$ cat config.mk
export PLATFORM = sky130hd
export DESIGN_NAME = ifetch_queue_flat
export DESIGN_NICKNAME = d
export VERILOG_FILES = /design/src/rtl/ifetch_if.sv /design/src/rtl/ifetch_queue.sv /design/src/flat_wrapper.sv
export SDC_FILE = /design/constraint.sdc
export NUM_CORES = 1
export LEC_CHECK = 0
export ABC_CLOCK_PERIOD_IN_PS = 4400
export CORE_ASPECT_RATIO = 0.7
export CORE_UTILIZATION = 54
export CTS_CLUSTER_SIZE = 14
export DETAILED_ROUTE_END_ITERATION = 10
export PLACE_DENSITY = 0.78
export SLEW_MARGIN = 20
export SYNTH_ARGS = -nofsm -noshare
export SYNTH_HDL_FRONTEND = slang
export SYNTH_SLANG_ARGS = --single-unit
$ cat constraint.sdc
create_clock -name clk -period 4.4 [get_ports clk]
set_input_delay 1.32 -clock clk [delete_from_list [all_inputs] [get_ports clk]]
set_output_delay 1.32 -clock clk [all_outputs]
set_load 0.01 [all_outputs]
$ cat src/rtl/ifetch_if.sv
// Fetch-queue bus: instruction memory request/response, redirect and decode handshake.
// The master modport is the fetch queue; the slave modport is memory/decode/hazard logic.
interface ifetch_if #(
   parameter int unsigned DEPTH = 4
);
   logic                         imem_req;
   logic [31:0]                  imem_addr;
   logic [31:0]                  imem_rdata;
   logic                         redirect_valid;
   logic [31:0]                  redirect_pc;
   logic                         dec_ready;
   logic                         dec_valid;
   logic [31:0]                  dec_instr;
   logic [31:0]                  dec_pc;
   logic [$clog2(DEPTH+1)-1:0]   q_count;

   modport master (
      output imem_req, imem_addr, dec_valid, dec_instr, dec_pc, q_count,
      input  imem_rdata, redirect_valid, redirect_pc, dec_ready
   );

   modport slave (
      input  imem_req, imem_addr, dec_valid, dec_instr, dec_pc, q_count,
      output imem_rdata, redirect_valid, redirect_pc, dec_ready
   );
endinterface

$ cat src/rtl/ifetch_queue.sv
// Instruction fetch queue: sequential fetch into a fixed-latency imem, buffered bundles
// presented to decode, full flush and restart on redirect.
module ifetch_queue #(
   parameter int unsigned DEPTH    = 4,
   parameter logic [31:0] RESET_PC = 32'h0000_0000
) (
   input logic      clk,
   input logic      reset,
   ifetch_if.master bus
);
   localparam int unsigned PW = $clog2(DEPTH);
   localparam int unsigned CW = $clog2(DEPTH+1);

   logic [31:0]   fetch_pc_q, fetch_pc_d;
   logic          inflight_q, inflight_d;
   logic [31:0]   inflight_pc_q, inflight_pc_d;
   logic [31:0]   pc_mem_q [DEPTH];
   logic [31:0]   pc_mem_d [DEPTH];
   logic [31:0]   instr_mem_q [DEPTH];
   logic [31:0]   instr_mem_d [DEPTH];
   logic [PW-1:0] rd_ptr_q, rd_ptr_d;
   logic [PW-1:0] wr_ptr_q, wr_ptr_d;
   logic [CW-1:0] count_q, count_d;

   logic [CW:0]   occupancy;
   logic          issue;
   logic          push;
   logic          pop;

   always_comb begin
      // The in-flight request reserves a slot, so a push never finds the FIFO full.
      occupancy = {1'b0, count_q} + {{CW{1'b0}}, inflight_q};
      issue     = !reset && !bus.redirect_valid && (occupancy < (CW+1)'(DEPTH));
      push      = inflight_q && !bus.redirect_valid;
      pop       = (count_q != '0) && bus.dec_ready && !bus.redirect_valid;

      fetch_pc_d    = fetch_pc_q;
      inflight_d    = 1'b0;
      inflight_pc_d = inflight_pc_q;
      pc_mem_d      = pc_mem_q;
      instr_mem_d   = instr_mem_q;
      rd_ptr_d      = rd_ptr_q;
      wr_ptr_d      = wr_ptr_q;
      count_d       = count_q;

      if (bus.redirect_valid) begin
         fetch_pc_d = bus.redirect_pc;
         rd_ptr_d   = '0;
         wr_ptr_d   = '0;
         count_d    = '0;
      end else begin
         if (issue) begin
            inflight_d    = 1'b1;
            inflight_pc_d = fetch_pc_q;
            fetch_pc_d    = fetch_pc_q + 32'd4;
         end
         if (push) begin
            pc_mem_d[wr_ptr_q]    = inflight_pc_q;
            instr_mem_d[wr_ptr_q] = bus.imem_rdata;
            wr_ptr_d              = wr_ptr_q + PW'(1);
         end
         if (pop) begin
            rd_ptr_d = rd_ptr_q + PW'(1);
         end
         case ({push, pop})
            2'b10:   count_d = count_q + CW'(1);
            2'b01:   count_d = count_q - CW'(1);
            default: count_d = count_q;
         endcase
      end
   end

   always_ff @(posedge clk) begin
      if (reset) begin
         fetch_pc_q    <= RESET_PC;
         inflight_q    <= 1'b0;
         inflight_pc_q <= '0;
         rd_ptr_q      <= '0;
         wr_ptr_q      <= '0;
         count_q       <= '0;
         for (int i = 0; i < int'(DEPTH); i++) begin
            pc_mem_q[i]    <= '0;
            instr_mem_q[i] <= '0;
         end
      end else begin
         fetch_pc_q    <= fetch_pc_d;
         inflight_q    <= inflight_d;
         inflight_pc_q <= inflight_pc_d;
         rd_ptr_q      <= rd_ptr_d;
         wr_ptr_q      <= wr_ptr_d;
         count_q       <= count_d;
         pc_mem_q      <= pc_mem_d;
         instr_mem_q   <= instr_mem_d;
      end
   end

   assign bus.imem_req  = issue;
   assign bus.imem_addr = fetch_pc_q;
   assign bus.dec_valid = (count_q != '0);
   assign bus.dec_instr = instr_mem_q[rd_ptr_q];
   assign bus.dec_pc    = pc_mem_q[rd_ptr_q];
   assign bus.q_count   = count_q;
endmodule

$ cat src/flat_wrapper.sv
// flat-port wrapper written by rule: the top's interface ports become plain ports
module ifetch_queue_flat 
#(
   parameter int unsigned DEPTH    = 4,
   parameter logic [31:0] RESET_PC = 32'h0000_0000
)
  (clk, reset, bus_imem_req, bus_imem_addr, bus_dec_valid, bus_dec_instr, bus_dec_pc, bus_q_count, bus_imem_rdata, bus_redirect_valid, bus_redirect_pc, bus_dec_ready);
  ifetch_if #(.DEPTH(DEPTH)) bus_i ();
  input logic clk;
  input logic reset;
  output wire logic [$bits(bus_i.imem_req)-1:0] bus_imem_req;
  output wire logic [$bits(bus_i.imem_addr)-1:0] bus_imem_addr;
  output wire logic [$bits(bus_i.dec_valid)-1:0] bus_dec_valid;
  output wire logic [$bits(bus_i.dec_instr)-1:0] bus_dec_instr;
  output wire logic [$bits(bus_i.dec_pc)-1:0] bus_dec_pc;
  output wire logic [$bits(bus_i.q_count)-1:0] bus_q_count;
  input wire logic [$bits(bus_i.imem_rdata)-1:0] bus_imem_rdata;
  input wire logic [$bits(bus_i.redirect_valid)-1:0] bus_redirect_valid;
  input wire logic [$bits(bus_i.redirect_pc)-1:0] bus_redirect_pc;
  input wire logic [$bits(bus_i.dec_ready)-1:0] bus_dec_ready;
  assign bus_imem_req = bus_i.imem_req;
  assign bus_imem_addr = bus_i.imem_addr;
  assign bus_dec_valid = bus_i.dec_valid;
  assign bus_dec_instr = bus_i.dec_instr;
  assign bus_dec_pc = bus_i.dec_pc;
  assign bus_q_count = bus_i.q_count;
  assign bus_i.imem_rdata = bus_imem_rdata;
  assign bus_i.redirect_valid = bus_redirect_valid;
  assign bus_i.redirect_pc = bus_redirect_pc;
  assign bus_i.dec_ready = bus_dec_ready;
  ifetch_queue #(.DEPTH(DEPTH), .RESET_PC(RESET_PC)) u_core (.clk(clk), .reset(reset), .bus(bus_i));
endmodule
==> flow_summary.json <==
{
  "drt_pass1_iterations": 5,
  "remaining_drc_errors": 0,
  "worst_ep_arrival_time_ps": 2810,
  "drtAntennaViolNets": 0,
  "place_hpwl_um": 22170,
  "finalCritPeriodShare_pct": 93.83,
  "fmax_mhz": 242.2,
  "setup_tns_ps": 0,
  "grtUsageTotal_pct": 28.08,
  "synth.most_common_cell": "nand2_1",
  "tritoncts": "yes",
  "min_from": "u_core.instr_mem_q[8]",
  "maxCapViolations": 0,
  "r2r_start": "u_core.inflight_q",
  "grt_pass1_wl_um": 57730,
  "maxSlewHeadroom_pct": 29.08,
  "ys_ff_latch": 328,
  "io_pins": 169,
  "start_util_pct": 54.85,
  "combPwrFrac_pct": 5.9,
  "peakVddDrop_uv": 307.9,
  "gp_congestion": 0.8336,
  "postSynthCellCount": 1605,
  "wire_per_inst_um": 17.96,
  "hold_end": "u_core.instr_mem_q[8]",
  "max_stage_delay_ps": 540,
  "die_area_um2": 25660,
  "clock_power_share_pct": 43.4,
  "clock_skew_ps": 14.85,
  "vias": 11890,
  "htree_levels": 1,
  "yosysSeqAreaShare_pct": 48.62,
  "hold_class": "reg -> reg",
  "start_kind": "input port",
  "n_antenna_cell": 0,
  "drv_slew": 0,
  "clk_pin_slew_ps": 60,
  "power_density_nw_per_um2": 368.6,
  "finalHoldViolations": 0,
  "crit_chain": "clkdlybuf4s50_1 -> or2_1 -> nand2b_4 -> inv_2 -> clkdlybuf4s50_1",
  "cts_hold_buf": 0,
  "ff2ff_setup_slack_ps": 2010,
  "crit_slowest_cell": "clkdlybuf4s50_1",
  "synthArstFlopShare_pct": 0,
  "rsz0062_at_grt": "no",
  "coreArea_um2": 24620,
  "crit_required_ps": 3080,
  "synth_area_um2": 13510,
  "cts_buffers": 31,
  "post_cts_resized": 0,
  "synth_top_area_cell": "dfxtp_1",
  "num-fill-cells": 2027,
  "p_leak_nw": 5.239,
  "nets": 1785,
  "numClockSinks": 328,
  "overflow": 0,
  "grt_max_degree": 209,
  "drt_wl_total_um": 36920,
  "die-height_um": 134.3,
  "postCtsSetupBuffers": 0,
  "r2r_cells": 6,
  "intPower_w": 0.004699,
  "fp-row-count": 48,
  "seqPwrFrac_pct": 50.7,
  "die_w_um": 191.0,
  "switching_share_pct": 22.38,
  "numPortBuffers": 168,
  "cpMostUsedCell": "clkdlybuf4s50_1",
  "period_needed_ps": 4129,
  "drive_gt1_share_pct": 8.954,
  "drt_iter0_drc": 1138,
  "synth_area_leaders": "dfxtp_1 (49%), nand2_1 (17%), a21oi_1 (11%)",
  "cts_root_buf": "clkbuf_16",
  "yosys.cell_types.count": 43,
  "finalSetupViolCount": 0,
  "worstReg2RegEnd": "u_core.instr_mem_q[87]",
  "syn_to_final_growth_pct": 21.60,
  "tightest_slew_ps": 1064,
  "ys.flop_type": "dfxtp_1",
  "cp_max_fo": 2,
  "synth_edf_count": 0,
  "grt_pass1_vias": 11110,
  "antenna_found_initial": 0,
  "via_per_inst": 5.781,
  "clk_path_buf_depth": 3,
  "dp.cells": 2001,
  "hold-path-cell-count": 2,
  "insertion_delay_ps": 550,
  "net-switching-power_w": 0.001355,
  "layout.cells.non_filler": 2056,
  "critPathCaptureType": "primary output",
  "yosysWarnings": 0,
  "yosys-top-cells-count": "nand2_1 (604), dfxtp_1 (328), a21oi_1 (301)",
  "worstSetupPathType": "in -> out",
  "synthesis.nets": 1680,
  "status": "finished clean",
  "yosysTopAreaCellShare_pct": 48.62,
  "syn_avg_cell_area_um2": 8.415
}
[layer usage]
| metal | track usage, % | up-vias | wire length (um) | share of wire (%) |
|---|---|---|---|---|
| met5 | 0 | - | 0 | 0 |
| li1 | - | 5615 | - | - |
| met4 | 6.356 | 0 | 607 | 1.6 |
| met2 | 43.90 | 550 | 16830 | 46 |
| met1 | 40.22 | 5669 | 16000 | 43 |
| met3 | 5.259 | 51 | 3480 | 9.4 |
[placed cells by master, fill, tap and decap left out, types with 3 or more instances in the layout]
cell             synthesis  layout
clkdlybuf4s50_1          0     167
mux2i_1                  7       7
a21oi_1                301     301
nor3_1                   8       8
clkinv_2                 0       5
xor2_1                   4       4
buf_12                   0       7
and4_1                   3       3
clkbuf_16                0      31
nor4_1                   5       5
o22ai_1                  6       6
a31oi_1                 13      13
mux4_2                  64      64
clkbuf_8                 0       7
and3_1                   5       5
and2_1                  12       8
clkbuf_1                96       8
dfxtp_1                328     326
nor2_1                  26      26
a211oi_1                 5       5
ha_1                     6       6
nand4_1                 10      10
nand2_2                  0       4
inv_1                   11      11
or3_1                    9       9
o211ai_1                 6       6
buf_4                    0      18
xnor2_1                 17      17
nand2_1                604     600
nand3_1                 10      10
and2_2                   0       4
a22oi_1                  3       3
[sequential cells by signal, indices dropped and copies added, names as in the netlist]
name / cells
u_core.pc_mem_q: 128
u_core.bus.imem_addr: 32
u_core.instr_mem_q: 128
u_core.wr_ptr_q: 2
u_core.bus.q_count: 3
u_core.inflight_q: 1
u_core.rd_ptr_q: 2
u_core.inflight_pc_q: 32
[cell type report]
type	instances	area (um^2)	area share (%)
timing repair buffer	193	1962	11.95
clock inverter	8	92.59	0.5638
clock buffer	46	902.1	5.493
multi-input combinational	1144	6440	39.22
sequential	328	6574	40.03
tap	325	406.6	2.476
inverter	12	45.04	0.2743
[how the worst max path moves through the flow]
stage                       startpoint            to  cells past startpoint
floorplan                        reset  bus_imem_req                      6
global placement    bus_redirect_valid  bus_imem_req                      5
detailed placement  bus_redirect_valid  bus_imem_req                      5
CTS                 bus_redirect_valid  bus_imem_req                      5
global route        bus_redirect_valid  bus_imem_req                      5
finish              bus_redirect_valid  bus_imem_req                      5
[metrics by stage]
step	hold slack [ps]	power, W	area [um^2]	worst slack [ps]	utilization [%]
after floorplan	433.1	0.003285	13510	681.8	-
after global placement	438.6	0.003475	15410	291.0	62.57
after detailed placement	443.1	0.003480	15410	268.6	62.57
after CTS	452.1	0.006079	16400	267.8	66.61
after global routing	463.3	0.006228	16420	235.9	66.69
final	451.5	0.006054	16420	271.4	66.69
[power groups by stage]
| stage | Sequential, W | Clock, W | Combinational (W) |
|---|---|---|---|
| after floorplan | 0.00312 | 0 | 0.000165 |
| after global placement | 0.00313 | 0 | 0.000346 |
| after detailed placement | 0.00313 | 0 | 0.000350 |
| after CTS | 0.00306 | 0.00266 | 0.000352 |
| after global routing | 0.00307 | 0.00277 | 0.000383 |
| final | 0.00307 | 0.00263 | 0.000357 |
[logic make-up (layout without fill, tap and decap cells)]
| logic type | count (synthesis) | count (layout) | synth area share [%] |
|---|---|---|---|
| flip-flops | 328 | 328 | 48.62 |
| AND/OR/NAND/NOR | 704 | 704 | 21.10 |
| AO/OA/AOI/OAI | 341 | 341 | 13.21 |
| adder cells (fa/ha/maj) | 7 | 7 | 0.7041 |
| multiplexers | 71 | 71 | 11.19 |
| XOR/XNOR | 21 | 21 | 1.362 |
| buffers and inverters | 133 | 259 | 3.808 |
[critical path, delay by kind of cell]
| family | cells | cell delay [ps] |
|---|---|---|
| simple gates | 2 | 440 |
| buf+inv | 3 | 1040 |
No activity file was read; power rests on OpenSTA's default activity.
